## config.mk

```make
export PLATFORM = sky130hd
export DESIGN_NAME = dma_master_mc_flat
export DESIGN_NICKNAME = d
export VERILOG_FILES = /design/src/rtl/dma_master_mc_if.sv /design/src/rtl/dma_master_mc.sv /design/src/flat_wrapper.sv
export SDC_FILE = /design/constraint.sdc
export NUM_CORES = 1
export LEC_CHECK = 0
export CAP_MARGIN = 20
export CORE_MARGIN = 2
export CORE_UTILIZATION = 55
export DETAILED_ROUTE_END_ITERATION = 6
export PLACE_DENSITY = 0.78
export SLEW_MARGIN = 20
export SYNTH_ARGS = -nofsm -noshare
export SYNTH_HDL_FRONTEND = slang
export SYNTH_SLANG_ARGS = --single-unit
```

## constraint.sdc

```tcl
create_clock -name clk -period 33.7 [get_ports clk]
set_clock_uncertainty 0.1 [all_clocks]
set_input_delay 6.74 -clock clk [delete_from_list [all_inputs] [get_ports clk]]
set_output_delay 6.74 -clock clk [all_outputs]
set_load 0.005 [all_outputs]
```

## src/rtl/dma_master_mc_if.sv

```systemverilog
// AXI bundle seen from the DMA master side.
// M2AXIin carries slave-to-master signals, M2AXIout master-to-slave.
interface inf_Master;
  logic [3:0]  arid;
  logic [31:0] araddr;
  logic [7:0]  arlen;
  logic [2:0]  arsize;
  logic [1:0]  arburst;
  logic        arvalid;
  logic        arready;
  logic [3:0]  rid;
  logic [31:0] rdata;
  logic [1:0]  rresp;
  logic        rlast;
  logic        rvalid;
  logic        rready;
  logic [3:0]  awid;
  logic [31:0] awaddr;
  logic [7:0]  awlen;
  logic [2:0]  awsize;
  logic [1:0]  awburst;
  logic        awvalid;
  logic        awready;
  logic [31:0] wdata;
  logic [3:0]  wstrb;
  logic        wlast;
  logic        wvalid;
  logic        wready;
  logic [3:0]  bid;
  logic [1:0]  bresp;
  logic        bvalid;
  logic        bready;

  modport M2AXIin (
    input arready,
    input rid, rdata, rresp, rlast, rvalid,
    input awready, wready,
    input bid, bresp, bvalid
  );

  modport M2AXIout (
    output arid, araddr, arlen, arsize, arburst, arvalid,
    output rready,
    output awid, awaddr, awlen, awsize, awburst, awvalid,
    output wdata, wstrb, wlast, wvalid,
    output bready
  );
endinterface

```

## src/rtl/dma_master_mc.sv

```systemverilog
// Multi-channel round-robin AXI DMA copy engine with 4 KB burst split.
// Define DMA_ERR_ABORT_EN to end a transfer after the first failing burst.
`ifndef AXI_DMA_ID
`define AXI_DMA_ID 4'd2
`endif
`ifndef AXI_SIZE_WORD
`define AXI_SIZE_WORD 3'b010
`endif
`ifndef AXI_BURST_INC
`define AXI_BURST_INC 2'b01
`endif
`ifndef AXI_STRB_WORD
`define AXI_STRB_WORD 4'hF
`endif

module dma_master_mc #(
  parameter int CH_NUM     = 2,
  parameter int MAX_BURST  = 16,
  parameter int FIFO_DEPTH = 16
) (
  input  logic                 clk,
  input  logic                 rst,
  inf_Master.M2AXIin           m2axi_i,
  inf_Master.M2AXIout          m2axi_o,
  input  logic [CH_NUM-1:0]    dma_en_i,
  input  logic [CH_NUM*32-1:0] src_addr_i,
  input  logic [CH_NUM*32-1:0] dst_addr_i,
  input  logic [CH_NUM*32-1:0] data_qty_i,
  output logic [CH_NUM-1:0]    dma_fin_o,
  output logic [CH_NUM-1:0]    dma_err_o,
  output logic                 busy_o
);
  localparam int CW  = $clog2(MAX_BURST) + 1;
  localparam int CHW = (CH_NUM > 1) ? $clog2(CH_NUM) : 1;
  localparam int FAW = $clog2(FIFO_DEPTH);

  typedef enum logic [2:0] {
    IDLE, LOAD, AR_CH, AW_CH, DATA, B_CH, FIN
  } state_t;

  state_t            state, state_nx;
  logic [31:0]       src_c [CH_NUM];
  logic [31:0]       dst_c [CH_NUM];
  logic [31:0]       qty_c [CH_NUM];
  logic [CH_NUM-1:0] pend, en_ok;
  logic [CHW-1:0]    ch, last, pick;
  logic              pick_v;
  logic [31:0]       src_r, dst_r, rem_r;
  logic [31:0]       rem_nx, step, lim;
  logic [31:0]       src_room, dst_room;
  logic [CW-1:0]     len_r, rd_cnt, wr_cnt;
  logic              err_r, abort;
  logic [31:0]       fifo [FIFO_DEPTH];
  logic [FAW:0]      wp, rp;
  logic              full, empty;
  logic              rd_ok, wv, push, pop;
  logic              last_beat, b_hs;
  logic              unused;

  assign full  = (wp[FAW] != rp[FAW]) &&
                 (wp[FAW-1:0] == rp[FAW-1:0]);
  assign empty = (wp == rp);

  assign rd_ok = (state == AW_CH || state == DATA) &&
                 !full && (rd_cnt != len_r);
  assign wv    = (state == DATA) && !empty;
  assign push  = rd_ok && m2axi_i.rvalid;
  assign pop   = wv && m2axi_i.wready;
  assign b_hs  = (state == B_CH) && m2axi_i.bvalid;

  assign last_beat = (wr_cnt == len_r - 1'b1);
  assign step      = 32'(len_r) << 2;
  assign rem_nx    = rem_r - 32'(len_r);

  assign src_room = 32'((13'h1000 - {1'b0, src_r[11:0]}) >> 2);
  assign dst_room = 32'((13'h1000 - {1'b0, dst_r[11:0]}) >> 2);

`ifdef DMA_ERR_ABORT_EN
  assign abort = err_r || (m2axi_i.bresp != 2'b00);
`else
  assign abort = 1'b0;
`endif

  assign unused = ^{m2axi_i.rid, m2axi_i.rlast,
                    m2axi_i.bid, lim[31:CW]};

  assign m2axi_o.arid    = `AXI_DMA_ID;
  assign m2axi_o.araddr  = src_r;
  assign m2axi_o.arlen   = 8'(len_r - 1'b1);
  assign m2axi_o.arsize  = `AXI_SIZE_WORD;
  assign m2axi_o.arburst = `AXI_BURST_INC;
  assign m2axi_o.awid    = `AXI_DMA_ID;
  assign m2axi_o.awaddr  = dst_r;
  assign m2axi_o.awlen   = 8'(len_r - 1'b1);
  assign m2axi_o.awsize  = `AXI_SIZE_WORD;
  assign m2axi_o.awburst = `AXI_BURST_INC;
  assign m2axi_o.wdata   = fifo[rp[FAW-1:0]];
  assign m2axi_o.wstrb   = `AXI_STRB_WORD;
  assign m2axi_o.wlast   = last_beat;

  // Round-robin pick: first pending channel after the last one served.
  always_comb begin
    pick   = '0;
    pick_v = 1'b0;
    for (int i = 0; i < CH_NUM; i++) begin
      if (!pick_v && pend[(int'(last) + 1 + i) % CH_NUM]) begin
        pick   = CHW'((int'(last) + 1 + i) % CH_NUM);
        pick_v = 1'b1;
      end
    end
  end

  // Enables for the channel in flight (or being picked) are dropped.
  always_comb begin
    en_ok = dma_en_i;
    for (int c = 0; c < CH_NUM; c++) begin
      if (CHW'(c) == ch && state != IDLE && state != FIN)
        en_ok[c] = 1'b0;
      if (CHW'(c) == pick && pick_v && state == IDLE)
        en_ok[c] = 1'b0;
    end
  end

  // Per-channel request contexts and pending flags.
  always_ff @(posedge clk or posedge rst) begin
    if (rst) begin
      pend <= '0;
      for (int c = 0; c < CH_NUM; c++) begin
        src_c[c] <= '0;
        dst_c[c] <= '0;
        qty_c[c] <= '0;
      end
    end else begin
      for (int c = 0; c < CH_NUM; c++) begin
        if (en_ok[c]) begin
          pend[c]  <= 1'b1;
          src_c[c] <= src_addr_i[c*32 +: 32];
          dst_c[c] <= dst_addr_i[c*32 +: 32];
          qty_c[c] <= data_qty_i[c*32 +: 32];
        end else if (state == IDLE && pick_v &&
                     pick == CHW'(c)) begin
          pend[c] <= 1'b0;
        end
      end
    end
  end

  // Burst length: remaining words capped by MAX_BURST and both pages.
  always_comb begin
    lim = rem_r;
    if (lim > 32'(MAX_BURST)) lim = 32'(MAX_BURST);
    if (lim > src_room) lim = src_room;
    if (lim > dst_room) lim = dst_room;
  end

  // Next state and handshake outputs.
  always_comb begin
    state_nx         = state;
    m2axi_o.arvalid  = 1'b0;
    m2axi_o.awvalid  = 1'b0;
    m2axi_o.rready   = rd_ok;
    m2axi_o.wvalid   = wv;
    m2axi_o.bready   = 1'b0;
    dma_fin_o        = '0;
    dma_err_o        = '0;
    busy_o           = (state != IDLE);
    unique case (state)
      IDLE:  if (pick_v) state_nx = LOAD;
      LOAD:  state_nx = (rem_r == 32'd0) ? FIN : AR_CH;
      AR_CH: begin
        m2axi_o.arvalid = 1'b1;
        if (m2axi_i.arready) state_nx = AW_CH;
      end
      AW_CH: begin
        m2axi_o.awvalid = 1'b1;
        if (m2axi_i.awready) state_nx = DATA;
      end
      DATA:  if (pop && last_beat) state_nx = B_CH;
      B_CH: begin
        m2axi_o.bready = 1'b1;
        if (m2axi_i.bvalid)
          state_nx = (rem_nx != 32'd0 && !abort) ? LOAD : FIN;
      end
      FIN: begin
        dma_fin_o[ch] = 1'b1;
        dma_err_o[ch] = err_r;
        state_nx      = IDLE;
      end
      default: state_nx = IDLE;
    endcase
  end

  // Read-to-write buffer storage.
  always_ff @(posedge clk) begin
    if (push) fifo[wp[FAW-1:0]] <= m2axi_i.rdata;
  end

  // State, working registers, counters and error flag.
  always_ff @(posedge clk or posedge rst) begin
    if (rst) begin
      state  <= IDLE;
      ch     <= '0;
      last   <= CHW'(CH_NUM - 1);
      src_r  <= '0;
      dst_r  <= '0;
      rem_r  <= '0;
      len_r  <= '0;
      rd_cnt <= '0;
      wr_cnt <= '0;
      err_r  <= 1'b0;
      wp     <= '0;
      rp     <= '0;
    end else begin
      state <= state_nx;
      if (state == IDLE && pick_v) begin
        ch    <= pick;
        src_r <= src_c[pick];
        dst_r <= dst_c[pick];
        rem_r <= qty_c[pick];
        err_r <= 1'b0;
      end
      if (state == LOAD) begin
        len_r  <= lim[CW-1:0];
        rd_cnt <= '0;
        wr_cnt <= '0;
      end
      if (push) begin
        wp     <= wp + 1'b1;
        rd_cnt <= rd_cnt + 1'b1;
        if (m2axi_i.rresp != 2'b00) err_r <= 1'b1;
      end
      if (pop) begin
        rp     <= rp + 1'b1;
        wr_cnt <= wr_cnt + 1'b1;
      end
      if (b_hs) begin
        rem_r <= rem_nx;
        src_r <= src_r + step;
        dst_r <= dst_r + step;
        if (m2axi_i.bresp != 2'b00) err_r <= 1'b1;
      end
      if (state == FIN) last <= ch;
    end
  end
endmodule
```

## src/flat_wrapper.sv

```systemverilog
// flat-port wrapper written by rule: the top's interface ports become plain ports
module dma_master_mc_flat 
#(
  parameter int CH_NUM     = 2,
  parameter int MAX_BURST  = 16,
  parameter int FIFO_DEPTH = 16
)
  (clk, rst, dma_en_i, src_addr_i, dst_addr_i, data_qty_i, dma_fin_o, dma_err_o, busy_o, m2axi_i_arready, m2axi_i_rid, m2axi_i_rdata, m2axi_i_rresp, m2axi_i_rlast, m2axi_i_rvalid, m2axi_i_awready, m2axi_i_wready, m2axi_i_bid, m2axi_i_bresp, m2axi_i_bvalid, m2axi_o_arid, m2axi_o_araddr, m2axi_o_arlen, m2axi_o_arsize, m2axi_o_arburst, m2axi_o_arvalid, m2axi_o_rready, m2axi_o_awid, m2axi_o_awaddr, m2axi_o_awlen, m2axi_o_awsize, m2axi_o_awburst, m2axi_o_awvalid, m2axi_o_wdata, m2axi_o_wstrb, m2axi_o_wlast, m2axi_o_wvalid, m2axi_o_bready);
  inf_Master m2axi_i_i ();
  inf_Master m2axi_o_i ();
  input  logic clk;
  input  logic rst;
  input  logic [CH_NUM-1:0] dma_en_i;
  input  logic [CH_NUM*32-1:0] src_addr_i;
  input  logic [CH_NUM*32-1:0] dst_addr_i;
  input  logic [CH_NUM*32-1:0] data_qty_i;
  output logic [CH_NUM-1:0] dma_fin_o;
  output logic [CH_NUM-1:0] dma_err_o;
  output logic busy_o;
  input wire logic [$bits(m2axi_i_i.arready)-1:0] m2axi_i_arready;
  input wire logic [$bits(m2axi_i_i.rid)-1:0] m2axi_i_rid;
  input wire logic [$bits(m2axi_i_i.rdata)-1:0] m2axi_i_rdata;
  input wire logic [$bits(m2axi_i_i.rresp)-1:0] m2axi_i_rresp;
  input wire logic [$bits(m2axi_i_i.rlast)-1:0] m2axi_i_rlast;
  input wire logic [$bits(m2axi_i_i.rvalid)-1:0] m2axi_i_rvalid;
  input wire logic [$bits(m2axi_i_i.awready)-1:0] m2axi_i_awready;
  input wire logic [$bits(m2axi_i_i.wready)-1:0] m2axi_i_wready;
  input wire logic [$bits(m2axi_i_i.bid)-1:0] m2axi_i_bid;
  input wire logic [$bits(m2axi_i_i.bresp)-1:0] m2axi_i_bresp;
  input wire logic [$bits(m2axi_i_i.bvalid)-1:0] m2axi_i_bvalid;
  output wire logic [$bits(m2axi_o_i.arid)-1:0] m2axi_o_arid;
  output wire logic [$bits(m2axi_o_i.araddr)-1:0] m2axi_o_araddr;
  output wire logic [$bits(m2axi_o_i.arlen)-1:0] m2axi_o_arlen;
  output wire logic [$bits(m2axi_o_i.arsize)-1:0] m2axi_o_arsize;
  output wire logic [$bits(m2axi_o_i.arburst)-1:0] m2axi_o_arburst;
  output wire logic [$bits(m2axi_o_i.arvalid)-1:0] m2axi_o_arvalid;
  output wire logic [$bits(m2axi_o_i.rready)-1:0] m2axi_o_rready;
  output wire logic [$bits(m2axi_o_i.awid)-1:0] m2axi_o_awid;
  output wire logic [$bits(m2axi_o_i.awaddr)-1:0] m2axi_o_awaddr;
  output wire logic [$bits(m2axi_o_i.awlen)-1:0] m2axi_o_awlen;
  output wire logic [$bits(m2axi_o_i.awsize)-1:0] m2axi_o_awsize;
  output wire logic [$bits(m2axi_o_i.awburst)-1:0] m2axi_o_awburst;
  output wire logic [$bits(m2axi_o_i.awvalid)-1:0] m2axi_o_awvalid;
  output wire logic [$bits(m2axi_o_i.wdata)-1:0] m2axi_o_wdata;
  output wire logic [$bits(m2axi_o_i.wstrb)-1:0] m2axi_o_wstrb;
  output wire logic [$bits(m2axi_o_i.wlast)-1:0] m2axi_o_wlast;
  output wire logic [$bits(m2axi_o_i.wvalid)-1:0] m2axi_o_wvalid;
  output wire logic [$bits(m2axi_o_i.bready)-1:0] m2axi_o_bready;
  assign m2axi_i_i.arready = m2axi_i_arready;
  assign m2axi_i_i.rid = m2axi_i_rid;
  assign m2axi_i_i.rdata = m2axi_i_rdata;
  assign m2axi_i_i.rresp = m2axi_i_rresp;
  assign m2axi_i_i.rlast = m2axi_i_rlast;
  assign m2axi_i_i.rvalid = m2axi_i_rvalid;
  assign m2axi_i_i.awready = m2axi_i_awready;
  assign m2axi_i_i.wready = m2axi_i_wready;
  assign m2axi_i_i.bid = m2axi_i_bid;
  assign m2axi_i_i.bresp = m2axi_i_bresp;
  assign m2axi_i_i.bvalid = m2axi_i_bvalid;
  assign m2axi_o_arid = m2axi_o_i.arid;
  assign m2axi_o_araddr = m2axi_o_i.araddr;
  assign m2axi_o_arlen = m2axi_o_i.arlen;
  assign m2axi_o_arsize = m2axi_o_i.arsize;
  assign m2axi_o_arburst = m2axi_o_i.arburst;
  assign m2axi_o_arvalid = m2axi_o_i.arvalid;
  assign m2axi_o_rready = m2axi_o_i.rready;
  assign m2axi_o_awid = m2axi_o_i.awid;
  assign m2axi_o_awaddr = m2axi_o_i.awaddr;
  assign m2axi_o_awlen = m2axi_o_i.awlen;
  assign m2axi_o_awsize = m2axi_o_i.awsize;
  assign m2axi_o_awburst = m2axi_o_i.awburst;
  assign m2axi_o_awvalid = m2axi_o_i.awvalid;
  assign m2axi_o_wdata = m2axi_o_i.wdata;
  assign m2axi_o_wstrb = m2axi_o_i.wstrb;
  assign m2axi_o_wlast = m2axi_o_i.wlast;
  assign m2axi_o_wvalid = m2axi_o_i.wvalid;
  assign m2axi_o_bready = m2axi_o_i.bready;
  dma_master_mc #(.CH_NUM(CH_NUM), .MAX_BURST(MAX_BURST), .FIFO_DEPTH(FIFO_DEPTH)) u_core (.clk(clk), .rst(rst), .m2axi_i(m2axi_i_i), .m2axi_o(m2axi_o_i), .dma_en_i(dma_en_i), .src_addr_i(src_addr_i), .dst_addr_i(dst_addr_i), .data_qty_i(data_qty_i), .dma_fin_o(dma_fin_o), .dma_err_o(dma_err_o), .busy_o(busy_o));
endmodule
```

==> results of run 1 <==
-- Yosys cell counts, types with 12 or more instances --
cell / instances
a21oi_1: 62
mux4_2: 160
nor3_1: 43
dfrtp_1: 320
nand4_1: 15
a311oi_1: 19
mux2_1: 42
and2_1: 12
o211ai_1: 14
a21o_1: 12
buf_4: 32
nand2_1: 221
buf_1: 26
clkbuf_1: 87
edfxtp_1: 512
mux2i_1: 35
o21ai_0: 61
buf_2: 13
a211oi_1: 29
inv_1: 37
nor4_1: 17
nand2b_1: 14
nor2_1: 82
a31oi_1: 12
mux2_2: 159
xnor2_1: 33
and3_1: 44
nand3_1: 46
ha_1: 45
xor2_1: 22
-- routing by layer --
metal	track usage	part of all wire	up-vias
li1	-	-	9932
met1	0.375	0.39	12100
met2	0.451	0.50	1103
met3	0.0440	0.070	193
met4	0.108	0.036	2
met5	0	0.00014	-
-- power by group through the flow --
stage                     Combinational [W]  Clock [W]  Sequential (W)
final                               0.00140   0.000943         0.00151
after global routing                0.00151   0.000999         0.00154
after CTS                           0.00140   0.000958         0.00151
after detailed placement            0.00138          0         0.00153
after global placement              0.00134          0         0.00151
after floorplan                    0.000971          0         0.00143
-- per-stage QoR --
stage / cells / instance area, µm²
6_report: 3698 / 43900
5_1_grt: 3693 / 43900
4_1_cts: 3683 / 43900
3_5_place_dp: 3526 / 41000
3_3_place_gp: 3526 / 41000
2_1_floorplan: 2427 / 36700
-- flip-flops by register name (all words and copies together) (netlist names) --
signal and count:
u_core.wp 5, u_core.rp 5, u_core.rd_cnt 5, u_core.fifo 512
u_core.rem_r 32, u_core.pend 2, u_core.m2axi_o.awaddr 32, u_core.ch 1
u_core.last 1, u_core.dst_c 64, u_core.len_r 5, u_core.wr_cnt 5
u_core.err_r 1, u_core.src_c 64, u_core.state 3, u_core.m2axi_o.araddr 32
u_core.qty_c 64
-- worst max-delay path, stage by stage (launching register included) --
cell and delay [ps]:
dfrtp_4 1050, buf_4 900, buf_4 720, mux4_2 620, mux4_2 530, clkdlybuf4s50_1 470
-- kinds of logic (layout without fill, tap and decap cells) --
kind of cell / count (synthesis) / after routing / synth area share
XOR/XNOR: 55 / 55 / 0.0132
buffers and inverters: 199 / 593 / 0.0249
other: 2 / 41 / 0.000205
AND/OR/NAND/NOR: 555 / 555 / 0.0746
multiplexers: 396 / 396 / 0.170
flip-flops: 833 / 833 / 0.640
adder cells (fa/ha/maj): 48 / 48 / 0.0170
AO/OA/AOI/OAI: 313 / 313 / 0.0605
-- layout make-up --
class / instances / area (µm²)
Fill cell: 4447 / 21900
Timing Repair Buffer: 398 / 3920
Sequential cell: 833 / 23400
Clock inverter: 48 / 552
Antenna cell: 13 / 32.5
Inverter: 38 / 150
Multi-Input combinational cell: 1395 / 12500
Clock buffer: 109 / 2280
Tap cell: 864 / 1080
-- cells in the final DEF, fill, tap and decap left out, types with 36 or more instances in the layout --
cell type	netlist	layout
a21oi_1	62	62
and3_1	44	44
buf_4	32	37
clkbuf_16	0	85
clkdlybuf4s50_1	0	359
dfrtp_1	320	317
edfxtp_1	512	512
ha_1	45	45
inv_1	37	36
mux2_1	42	42
mux2_2	159	159
mux4_2	160	160
nand2_1	221	220
nand3_1	46	45
nor2_1	82	70
nor3_1	43	37
o21ai_0	61	61
-- path summary, 6_finish.rpt --
| check | endpoint | slack, ps | depth (start not counted) |
|---|---|---|---|
| min | u_core.src_c[39]$_DFFE_PP0P_ | 390 | 1 |
| max | m2axi_o_wdata[23] | 21850 | 5 |
| min reg2reg | u_core.src_c[39]$_DFFE_PP0P_ | 390 | 1 |
| max reg2reg | u_core.len_r[4]$_DFFE_PP0P_ | 27340 | 20 |
| min in group asynchronous | u_core.src_c[30]$_DFFE_PP0P_ | 6520 | 2 |
| max in group asynchronous | u_core.last$_DFFE_PP1N_ | 24760 | 5 |
==> flow_metrics.py, run 1 <==
metrics = {
    "critical_path": {
        "cp.arrival_ps": 5010,
        "crit_path_end_kind": "primary output",
        "crit_start": "u_core.rp[0]$_DFFE_PP0P_",
        "r2r-start": "u_core.rem_r[19]$_DFFE_PP0P_",
        "cp-start-kind": "register",
        "required_ps": 26860,
        "path_class": "register to primary output",
        "cp_max_fo": 50,
    },
    "timing": {
        "worstMarginPinSlew_ps": 1110,
        "hold_slack_ps": 392,
        "fmax_ghz": 0.0844,
        "period_needed_ps": 11850,
        "setup_tns_ps": 0,
        "final_max_slew_viol_count": 0,
        "max_slew_margin": 0.263,
        "hold_viol": 0,
        "rsz0062_at_grt": "no",
        "fin_ws_ps": 21850,
        "fin_crit_sh": 0.352,
        "finalSetupViolCount": 0,
    },
    "detailed_routing": {
        "wl_per_cell_um": 25.7,
        "via_count": 23300,
        "dr.pass1.iters": 6,
        "drc_errors": 0,
        "first_iter_violations": 2415,
        "via_per_inst": 6.30,
        "ant_nets": 0,
        "routed_wl_um": 95200,
    },
    "floorplanning": {
        "die_width_um": 262,
        "rows": 94,
        "start_util": 0.556,
        "dieHeight_um": 262,
        "die_area_um2": 68600,
        "core-area_um2": 65900,
        "num_io_pins": 391,
    },
    "placed_design": {
        "io_buffers": 359,
        "place_ws_ps": 22340,
        "routabilityCongestion": 0.900,
        "dp_hpwl_um": 56100,
    },
    "clock_network": {
        "post_cts_buffers": 0,
        "cts_resized": 0,
        "cts_buffer_depth": 3,
        "h-tree-depth": 3,
        "cts_tree": "done",
        "numCtsBuffers": 85,
        "path_clk_slew_ps": 60,
        "cts_hold_repair.buffers": 0,
        "clock-sinks": 833,
        "worstSkewPairLatency_ps": 640,
        "cts_root_buffer": "clkbuf_16",
    },
    "global_routing": {
        "grt_usage": 0.276,
        "antenna_found_initial": 9,
        "grt_max_degree": 98,
        "grt_pass1_wl_um": 142000,
        "grt_overflow": 0,
        "grt_pass1_vias": 23300,
    },
    "synthesis": {
        "async_reset_ff_frac": 0.385,
        "synth_area_leader_cell": "edfxtp_1",
        "yosys_warnings": 0,
        "ys_ff_latch": 833,
        "synth_ff_type": "edfxtp_1",
        "synth_edf_count": 512,
        "ys_seq_area_frac": 0.640,
        "yosysUniqueCellTypes": 92,
        "synth_top_area_frac": 0.420,
        "synthTopCellsByArea": "edfxtp_1 42%, dfrtp_1 22%, mux4_2 9.8%, mux2_2 4.9%, nand2_1 2.3%",
        "synth.avg_cell_area_um2": 15.2,
        "syn_area_um2": 36600,
        "synthCells": 2401,
    },
    "cells_and_area": {
        "syn_to_final_growth_pct": 20.1,
        "nNetsFinal": 3045,
        "utilization": 0.667,
        "drive_gt1_frac": 0.194,
    },
    "pwr": {
        "ir_worst_vdd_v": 0.0000754,
        "cellPowerDensity_nw_per_um2": 87.7,
        "p_switching_w": 0.00132,
        "power.share.switching": 0.342,
        "comb_power_share": 0.362,
        "power.internal_w": 0.00254,
        "p_clk_frac": 0.245,
        "power_frac_seq": 0.393,
        "total_power_w": 0.00385,
        "p_leak_nw": 15.9,
    },
    "outcome": {
        "status": "finished, final reports clean",
    },
    "hold_path": {
        "min_path_type": "register to register",
        "min-delay-start": "u_core.src_c[39]$_DFFE_PP0P_",
    },
    "job": {
        "drv_cap": 0,
    },
}
(Power assumes the default switching activity.)
==> run 2: changes to the inputs <==
Clock period 33.7 ns to 12.29 ns, I/O delays scaled along.
==> run 2 against run 1 <==
  * Worst hold slack better by 0.76 ps
  * Global-route usage is 0.31 points higher
  * Non-clock buffer count is 2 lower
  * First-iteration DRC count is 11% lower
  * Die area stayed put
  * Clock-buffer cell count is 7 higher
  * Cell area is 0.20% lower
  * Sequential share of layout area is 0.11 points higher
  * Sequential power grew to 2.8 times the previous value
==> flow_metrics.py, run 2 (synthesized netlist as in run 1, its figures left out) <==
metrics = {
    "floorplanning": {
        "die_width_um": 262,
        "rows": 94,
        "start_util": 0.556,
        "core-area_um2": 65900,
        "dieHeight_um": 262,
        "num_io_pins": 391,
        "die_area_um2": 68600,
    },
    "job": {
        "drv_cap": 0,
    },
    "critical_path": {
        "cp_max_fo": 71,
        "worst_path_most_repeated_cell": "mux4_2",
        "path_class": "register to primary output",
        "cp-start-kind": "register",
        "crit_path_end_kind": "primary output",
        "path_cells": "buf_4 -> mux4_2 -> mux4_2 -> clkdlybuf4s50_1",
        "cp_slowest_cell": "dfrtp_4",
        "cp.arrival_ps": 4160,
        "required_ps": 9730,
        "crit_path_max_incr_delay_ps": 1030,
    },
    "detailed_routing": {
        "dr.pass1.iters": 7,
        "via_per_inst": 6.24,
        "via_count": 23100,
        "ant_nets": 0,
        "first_iter_violations": 2161,
        "routed_wl_um": 96400,
        "wl_per_cell_um": 26.1,
        "drc_errors": 0,
    },
    "clock_network": {
        "post_cts_buffers": 0,
        "cts_resized": 0,
        "cts_hold_repair.buffers": 0,
        "cts_root_buffer": "clkbuf_16",
        "path_clk_slew_ps": 60,
        "cts_tree": "done",
        "worstSkewPairLatency_ps": 640,
        "h-tree-depth": 3,
        "numCtsBuffers": 85,
        "cts_buffer_depth": 3,
        "clock-sinks": 833,
    },
    "timing": {
        "final_max_slew_viol_count": 0,
        "fin_ws_ps": 5570,
        "finalSetupViolCount": 0,
        "rsz0062_at_grt": "no",
        "hold_viol": 0,
        "setup_tns_ps": 0,
        "fmax_ghz": 0.149,
        "worstMarginPinSlew_ps": 1140,
        "max_slew_margin": 0.233,
        "period_needed_ps": 6720,
        "fin_crit_sh": 0.547,
    },
    "global_routing": {
        "grt_usage": 0.279,
        "grt_max_degree": 172,
        "grt_pass1_wl_um": 142000,
        "grt_pass1_vias": 23100,
        "grt_overflow": 0,
        "antenna_found_initial": 8,
    },
    "placed_design": {
        "dp_hpwl_um": 56400,
        "io_buffers": 359,
        "placed_cells": 3525,
        "place_ws_ps": 5960,
        "routabilityCongestion": 0.904,
    },
    "cells_and_area": {
        "syn_to_final_growth_pct": 19.8,
        "utilization": 0.666,
        "drive_gt1_frac": 0.193,
        "mostFrequentLayoutCells": "512 x edfxtp_1, 359 x clkdlybuf4s50_1, 317 x dfrtp_1",
        "layout.cells.non_filler": 3693,
        "largest_reg_flops": 512,
        "nNetsFinal": 3043,
        "final_common_cell": "edfxtp_1",
    },
    "pwr": {
        "p_leak_nw": 15.9,
        "cellPowerDensity_nw_per_um2": 240,
        "ir_worst_vdd_v": 0.000147,
    },
    "hold_path": {
        "min_path_type": "register to register",
    },
    "outcome": {
        "status": "finished, final reports clean",
    },
}
[run 2: cell types whose count changed in the layout (fill, tap and decap cells not counted), sizes merged]
cell | previous run | this run
clkbuf | 109 | 117
clkinvlp | 6 | 1
bufinv | 7 | 3
buf | 39 | 36
clkinv | 35 | 32
diode | 13 | 15
[run 2: routing by layer]
metal  GRT usage  part of all wire  vias up
li1            -                 -     9937
met1       0.383              0.40    11800
met2       0.448              0.49     1088
met3      0.0446             0.069      215
met4       0.118             0.042        2
met5           0           0.00011        -
[run 2: metrics by stage]
step	instance area [µm²]	hold slack, ps	total power [W]
detailed placement	41000	381	0.00799
global placement	41000	375	0.00783
floorplan	36700	354	0.00660
finish	43900	392	0.0105
CTS	43800	393	0.0106
global route	43800	403	0.0111
[run 2: power by group]
| part | internal [W] | switching, W | leakage (nW) |
|---|---|---|---|
| logic | 0.00190 | 0.00193 | 6.11 |
| clock network | 0.00143 | 0.00111 | 1.36 |
| registers | 0.00357 | 0.000583 | 8.39 |
[run 2: final cells by class]
type | count | area (µm²)
flip-flops and latches | 833 | 23400
fillers | 4499 | 22000
multi-input cells | 1395 | 12500
repair buffers | 396 | 3880
clock buffers | 116 | 2380
well taps | 864 | 1080
clock inverters | 36 | 397
inverters | 38 | 150
diodes | 15 | 37.5
[run 2: worst max-delay path: cells and delay by family (launching register included)]
family                 cells  cell delay [ps]
muxes                      2              970
DFF                        1             1030
buffers and inverters      2             1470
[run 2: final timing paths]
kind / start / to / slack (ps) / cells after the start
min in group asynchronous: rst / u_core.src_c[27]$_DFFE_PP0P_ / 2260 / 2
max in group asynchronous: rst / u_core.qty_c[44]$_DFFE_PP0P_ / 8360 / 3
worst min-delay path: u_core.src_c[46]$_DFFE_PP0P_ / u_core.src_c[46]$_DFFE_PP0P_ / 390 / 1
worst min register to register: u_core.src_c[46]$_DFFE_PP0P_ / u_core.src_c[46]$_DFFE_PP0P_ / 390 / 1
worst max-delay path: u_core.rp[1]$_DFFE_PP0P_ / m2axi_o_wdata[7] / 5570 / 4
worst max register to register: u_core.rem_r[19]$_DFFE_PP0P_ / u_core.len_r[4]$_DFFE_PP0P_ / 6000 / 20
